### src/rtl/bt_tx_arbiter.sv
`default_nettype none
// ============================================================================
// Module   : bt_tx_arbiter
// Purpose  : Shares one UART transmitter between two byte-stream requesters.
//            Arbitration is round-robin per packet. The winner keeps the grant
//            until its "last" byte has fully shifted out, or until a
//            mid-packet stall exceeds TIMEOUT cycles (packet aborted). A fixed
//            idle gap of GAP_CYCLES separates consecutive packets.
// Ports    :
//   clk, rst                  clock / asynchronous active-high reset
//   req0_valid/data/last      requester 0 byte stream (valid/ready handshake)
//   req0_ready                requester 0 byte accepted when valid && ready
//   req1_valid/data/last      requester 1 byte stream
//   req1_ready                requester 1 byte accepted when valid && ready
//   tx_start                  one-cycle load pulse to the UART core
//   tx_data                   byte for the UART, held from start until done
//   tx_busy                   UART core is shifting
//   grant                     one-hot owner, 2'b00 when nobody owns the line
//   abort                     one-cycle pulse when a stalled packet is dropped
// Revision : 1.0 - initial release
// ============================================================================
module bt_tx_arbiter #(
  parameter int DATA_W     = 8,
  parameter int GAP_CYCLES = 16,
  parameter int TIMEOUT    = 1024
) (
  input  logic              clk,
  input  logic              rst,
  input  logic              req0_valid,
  input  logic [DATA_W-1:0] req0_data,
  input  logic              req0_last,
  output logic              req0_ready,
  input  logic              req1_valid,
  input  logic [DATA_W-1:0] req1_data,
  input  logic              req1_last,
  output logic              req1_ready,
  output logic              tx_start,
  output logic [DATA_W-1:0] tx_data,
  input  logic              tx_busy,
  output logic [1:0]        grant,
  output logic              abort
);

  // Counter widths: each counter only needs to reach its terminal value.
  localparam int                 STALL_W    = (TIMEOUT > 2) ? $clog2(TIMEOUT) : 1;
  localparam int                 GAP_W      = (GAP_CYCLES > 1) ? $clog2(GAP_CYCLES) : 1;
  localparam logic [STALL_W-1:0] STALL_LAST = STALL_W'(TIMEOUT - 1);
  localparam logic [GAP_W-1:0]   GAP_LAST   = GAP_W'(GAP_CYCLES - 1);

  typedef enum logic [2:0] {
    ST_IDLE      = 3'd0,
    ST_LOAD      = 3'd1,
    ST_WAIT_BUSY = 3'd2,
    ST_WAIT_DONE = 3'd3,
    ST_GAP       = 3'd4
  } state_t;

  // Registered state
  state_t             state;
  logic               ptr;        // requester preferred on a tie
  logic               last_r;     // byte in flight closes the packet
  logic [STALL_W-1:0] stall_cnt;
  logic [GAP_W-1:0]   gap_cnt;

  // Next-state values
  state_t             state_nxt;
  logic               ptr_nxt;
  logic               last_nxt;
  logic [STALL_W-1:0] stall_nxt;
  logic [GAP_W-1:0]   gap_nxt;
  logic [1:0]         grant_nxt;
  logic               start_nxt;
  logic               abort_nxt;
  logic [DATA_W-1:0]  data_nxt;
  logic               pick1;

  // Granted requester's stream, selected by the current owner
  logic               sel_valid;
  logic [DATA_W-1:0]  sel_data;
  logic               sel_last;

  // Readies depend only on registered state so a requester can never see a
  // combinational loop through its own valid.
  assign req0_ready = (state == ST_LOAD) && grant[0];
  assign req1_ready = (state == ST_LOAD) && grant[1];

  assign sel_valid  = grant[1] ? req1_valid : req0_valid;
  assign sel_data   = grant[1] ? req1_data  : req0_data;
  assign sel_last   = grant[1] ? req1_last  : req0_last;

  always_ff @(posedge clk or posedge rst) begin
    if (rst) begin
      state     <= ST_IDLE;
      ptr       <= 1'b0;
      last_r    <= 1'b0;
      stall_cnt <= '0;
      gap_cnt   <= '0;
      grant     <= 2'b00;
      tx_start  <= 1'b0;
      tx_data   <= '0;
      abort     <= 1'b0;
    end else begin
      state     <= state_nxt;
      ptr       <= ptr_nxt;
      last_r    <= last_nxt;
      stall_cnt <= stall_nxt;
      gap_cnt   <= gap_nxt;
      grant     <= grant_nxt;
      tx_start  <= start_nxt;
      tx_data   <= data_nxt;
      abort     <= abort_nxt;
    end
  end

  always_comb begin
    state_nxt = state;
    ptr_nxt   = ptr;
    last_nxt  = last_r;
    stall_nxt = stall_cnt;
    gap_nxt   = gap_cnt;
    grant_nxt = grant;
    start_nxt = 1'b0;
    abort_nxt = 1'b0;
    data_nxt  = tx_data;
    pick1     = 1'b0;

    case (state)
      ST_IDLE: begin
        // Never start a packet while the UART is still finishing something.
        if (!tx_busy && (req0_valid || req1_valid)) begin
          if (req0_valid && req1_valid) begin
            pick1 = ptr;
          end else begin
            pick1 = req1_valid;
          end
          grant_nxt = pick1 ? 2'b10 : 2'b01;
          ptr_nxt   = ~pick1;
          stall_nxt = '0;
          state_nxt = ST_LOAD;
        end
      end

      ST_LOAD: begin
        // Ready is high for the owner here, so owner valid means handshake.
        if (sel_valid) begin
          data_nxt  = sel_data;
          last_nxt  = sel_last;
          start_nxt = 1'b1;
          stall_nxt = '0;
          state_nxt = ST_WAIT_BUSY;
        end else if (stall_cnt == STALL_LAST) begin
          abort_nxt = 1'b1;
          grant_nxt = 2'b00;
          stall_nxt = '0;
          gap_nxt   = '0;
          state_nxt = ST_GAP;
        end else begin
          stall_nxt = stall_cnt + 1'b1;
        end
      end

      ST_WAIT_BUSY: begin
        if (tx_busy) begin
          state_nxt = ST_WAIT_DONE;
        end
      end

      ST_WAIT_DONE: begin
        if (!tx_busy) begin
          if (last_r) begin
            grant_nxt = 2'b00;
            gap_nxt   = '0;
            state_nxt = ST_GAP;
          end else begin
            state_nxt = ST_LOAD;
          end
        end
      end

      ST_GAP: begin
        grant_nxt = 2'b00;
        if (gap_cnt == GAP_LAST) begin
          gap_nxt   = '0;
          state_nxt = ST_IDLE;
        end else begin
          gap_nxt = gap_cnt + 1'b1;
        end
      end

      default: begin
        grant_nxt = 2'b00;
        state_nxt = ST_IDLE;
      end
    endcase
  end

endmodule
`default_nettype wire
### config.mk
export PLATFORM = sky130hd
export DESIGN_NAME = bt_tx_arbiter
export DESIGN_NICKNAME = d
export VERILOG_FILES = /design/src/rtl/bt_tx_arbiter.sv
export SDC_FILE = /design/constraint.sdc
export NUM_CORES = 1
export LEC_CHECK = 0
export CAP_MARGIN = 20
export CORE_MARGIN = 5
export CORE_UTILIZATION = 50
export DETAILED_ROUTE_END_ITERATION = 8
export GPL_TIMING_DRIVEN = 0
export PLACE_DENSITY = 0.79
export SYNTH_ARGS = -nofsm -noshare
export SYNTH_HDL_FRONTEND = slang
export SYNTH_SLANG_ARGS = --single-unit
### constraint.sdc
create_clock -name clk -period 2.5 [get_ports clk]
set_input_delay 0.5 -clock clk [delete_from_list [all_inputs] [get_ports clk]]
set_output_delay 0.5 -clock clk [all_outputs]
set_load 0.05 [all_outputs]
==> impl_metrics.py <==
metrics = {
    "critical_path": {
        "r2r-start": "stall_cnt[0]",
        "required_ns": 2.00,
        "endpoint": "req1_ready",
        "startpoint": "state[0]",
        "critPathCaptureType": "output port",
        "crit_type": "reg -> out",
        "critPathMaxStageDelay_ns": 0.48,
        "worstPathCellList": "or3b_1, buf_2, nor2_1, clkbuf_2",
        "cp-start-kind": "flip-flop",
        "regToRegEndpoint": "state[2]",
        "path_max_fanout": 8,
        "ff2ff_path_depth": 6,
        "arrival_ns": 1.71,
        "r2r_slack_ns": 0.58,
        "crit_slowest_cell": "dfrtp_1",
    },
    "synth": {
        "synth_nets": 197,
        "ys_seq_area_share_pct": 47.0,
        "ys_ff_latch": 31,
        "syn_inst": 172,
        "synth_top_area_cell": "dfrtp_1",
        "yosys_warnings": 0,
        "synth_ff_type": "dfrtp_1",
        "synth_edf_count": 0,
        "synth_area_leaders": "dfrtp_1 47%, mux2i_1 6.1%, o21ai_1 6.1%, nand2_1 4.8%, inv_1 1.8%",
        "async_flop_share_pct": 100,
        "syn_area_per_cell_sq_um": 9.59,
        "syn-cell-area_sq_mm": 0.00165,
        "netlist.area_leader.share_pct": 47.0,
        "synth_cell_types": 49,
    },
    "clocking": {
        "cts_tree": "yes",
        "clockBufferDepth": 2,
        "cts.clk_slew.worst_paths_ns": 0.08,
        "root_buffer": "clkbuf_4",
        "cts_hold_buf": 0,
        "numCtsBuffers": 5,
        "clkLatencyLatePin_ns": 0.32,
        "clkSinkCount": 31,
        "h-tree-depth": 2,
    },
    "pwr": {
        "p_per_area_mw_per_mm2": 1040,
        "p_leak_nw": 0.879,
        "ir_drop_uv": 591,
    },
    "place": {
        "gp_congestion": 0.805,
        "port_buffers": 36,
        "dp_hpwl_um": 2890,
        "dp.cells": 253,
    },
    "timing": {
        "min_period_over_period_pct": 88.6,
        "setup_viol": 0,
        "setup_tns_ns": 0,
        "finalCriticalPeriod_ns": 2.21,
        "relSlewSlack_pct": 63.4,
        "fin_skew_ns": 0.00863,
        "timing.hold.ws_ns": 0.493,
        "rsz0062_at_grt": "no",
        "tightestPinTransition_ns": 0.549,
        "slew_viol_final": 0,
        "fmax_mhz": 452,
        "final_hold_viol_count": 0,
    },
    "grt": {
        "grt_usage_pct": 18.3,
        "grt-ovfl-total": 0,
        "antenna_found_initial": 0,
        "grt_pass1_wl_um": 6200,
        "grt_start_max_net_pins": 20,
        "grt_pass1_vias": 1422,
    },
    "floorplanning": {
        "die_w_um": 67.4,
        "start_util_pct": 53.1,
        "die-area_sq_mm": 0.00455,
        "rows": 20,
        "die_height_um": 67.4,
        "core_sq_mm": 0.00310,
        "io_pins": 37,
    },
    "cells_and_area": {
        "num_antenna_cells": 0,
        "final_core_utilization_pct": 68.5,
        "instances_no_fill": 259,
        "drive_gt1_share_pct": 9.30,
        "area_growth_pct": 28.8,
        "nets": 241,
        "fill_cells": 262,
    },
    "detailed_routing": {
        "drt_iter0_drc": 75,
        "first_pass_iters": 4,
        "route.detailed.drc": 0,
        "drtAntennaViolNets": 0,
        "wl_um": 3600,
        "vias_per_cell": 5.57,
        "wire_per_inst_um": 13.9,
        "num_vias": 1442,
    },
    "min_path": {
        "hold-path-cell-count": 2,
        "min_path_type": "reg -> reg",
    },
    "run": {
        "max_cap_violations": 0,
    },
    "run_status": {
        "status": "finished clean",
    },
}
## metal layers
metal  up-vias  GRT usage [%]  wire, um
met5         -              0         0
met4         0           6.58        43
met3         7           7.49       304
met2        48           28.6      1700
met1       678           22.8      1550
li1        709              -         -
## cell usage after synthesis, drive strengths merged, types with 3 or more instances
| library cell | n |
|---|---|
| buf | 3 |
| nand3 | 6 |
| clkbuf | 5 |
| nor2 | 5 |
| or3 | 3 |
| mux2i | 10 |
| o211ai | 3 |
| o21ai | 23 |
| nand2 | 22 |
| o31ai | 3 |
| nand2b | 4 |
| nand4 | 4 |
| dfrtp | 31 |
| inv | 10 |
| a21oi | 5 |
## cell usage in the layout, fill, tap and decap left out, drive strengths merged, types with 2 or more instances in the layout
cell type      count
clkdlybuf4s50     34
dfrtp             31
o21ai             23
nand2             22
clkbuf            13
mux2i             10
inv               10
nand3              6
a21oi              5
nor2               5
nand4              4
nand2b             4
buf                4
or3                3
o211ai             3
o31ai              3
mux2               2
or3b               2
xnor2              2
a31oi              2
nor3               2
a22o               2
and2               2
ha                 2
o2bb2ai            2
## through the flow
| step | setup WS, ns | total power, mW | instance area (sq um) |
|---|---|---|---|
| 2_1_floorplan | 0.0896 | 1.61 | 1650 |
| 3_3_place_gp | 0.0366 | 1.94 | 2060 |
| 3_5_place_dp | 0.000509 | 1.98 | 2090 |
| 4_1_cts | 0.0280 | 2.23 | 2130 |
| 5_1_grt | 0.161 | 2.37 | 2120 |
| 6_report | 0.286 | 2.21 | 2120 |
## final cells by class
| class | count | area, sq um | area share, % |
|---|---|---|---|
| sequential | 31 | 776 | 36.5 |
| tap | 44 | 55.1 | 2.59 |
| buffer | 8 | 36.3 | 1.71 |
| multi-input combinational | 123 | 801 | 37.7 |
| timing repair buffer | 37 | 378 | 17.8 |
| clock buffer | 6 | 41.3 | 1.94 |
| inverter | 10 | 37.5 | 1.77 |
## sequential cells by signal (all words and copies together) (netlist names)
name / flops
stall_cnt: 10
tx_data: 8
gap_cnt: 4
state: 3
grant: 2
abort: 1
last_r: 1
ptr: 1
tx_start: 1
## logic make-up (layout without fill, tap and decap cells)
group                      after synthesis  count (layout)  synth area share [%]
buffers and inverters                   18              61                  4.40
DFF                                     31              31                  47.0
muxes                                   12              12                  7.89
AOI/OAI and AO/OA                       50              50                  19.6
xor gates and xnor gates                 3               3                  1.59
adders and majority gates                2               2                  1.52
and+or+nand+nor                         56              56                  18.0
## worst max-delay path: cells and delay by family, from the launching register on
| family | cells | cell delay, ns |
|---|---|---|
| flip-flops | 1 | 0.48 |
| AND/OR/NAND/NOR | 2 | 0.46 |
| buffers and inverters | 2 | 0.45 |
## report_power, final
part / total, mW / internal [mW] / switching (mW)
Combinational: 1.20 / 0.447 / 0.748
Clock: 0.249 / 0.0997 / 0.149
Sequential: 0.769 / 0.647 / 0.122
Total: 2.21 / 1.19 / 1.02
## how the worst min path moves through the flow
stage	endpoint	slack (ns)	startpoint
final	tx_data[4]	0.49	tx_data[4]
after global placement	tx_data[0]	0.47	tx_data[0]
after CTS	tx_data[4]	0.50	tx_data[4]
after detailed placement	tx_data[4]	0.48	tx_data[4]
after global routing	tx_data[6]	0.53	tx_data[6]
after floorplan	stall_cnt[8]	0.47	stall_cnt[8]
## what timing repair did
action	in CTS	in global routing
buffers inserted	0	0
gates resized for setup	3	4
setup endpoints to repair	2	2
cloned	0	0
Note: power is estimated with default switching activity, not from simulation.
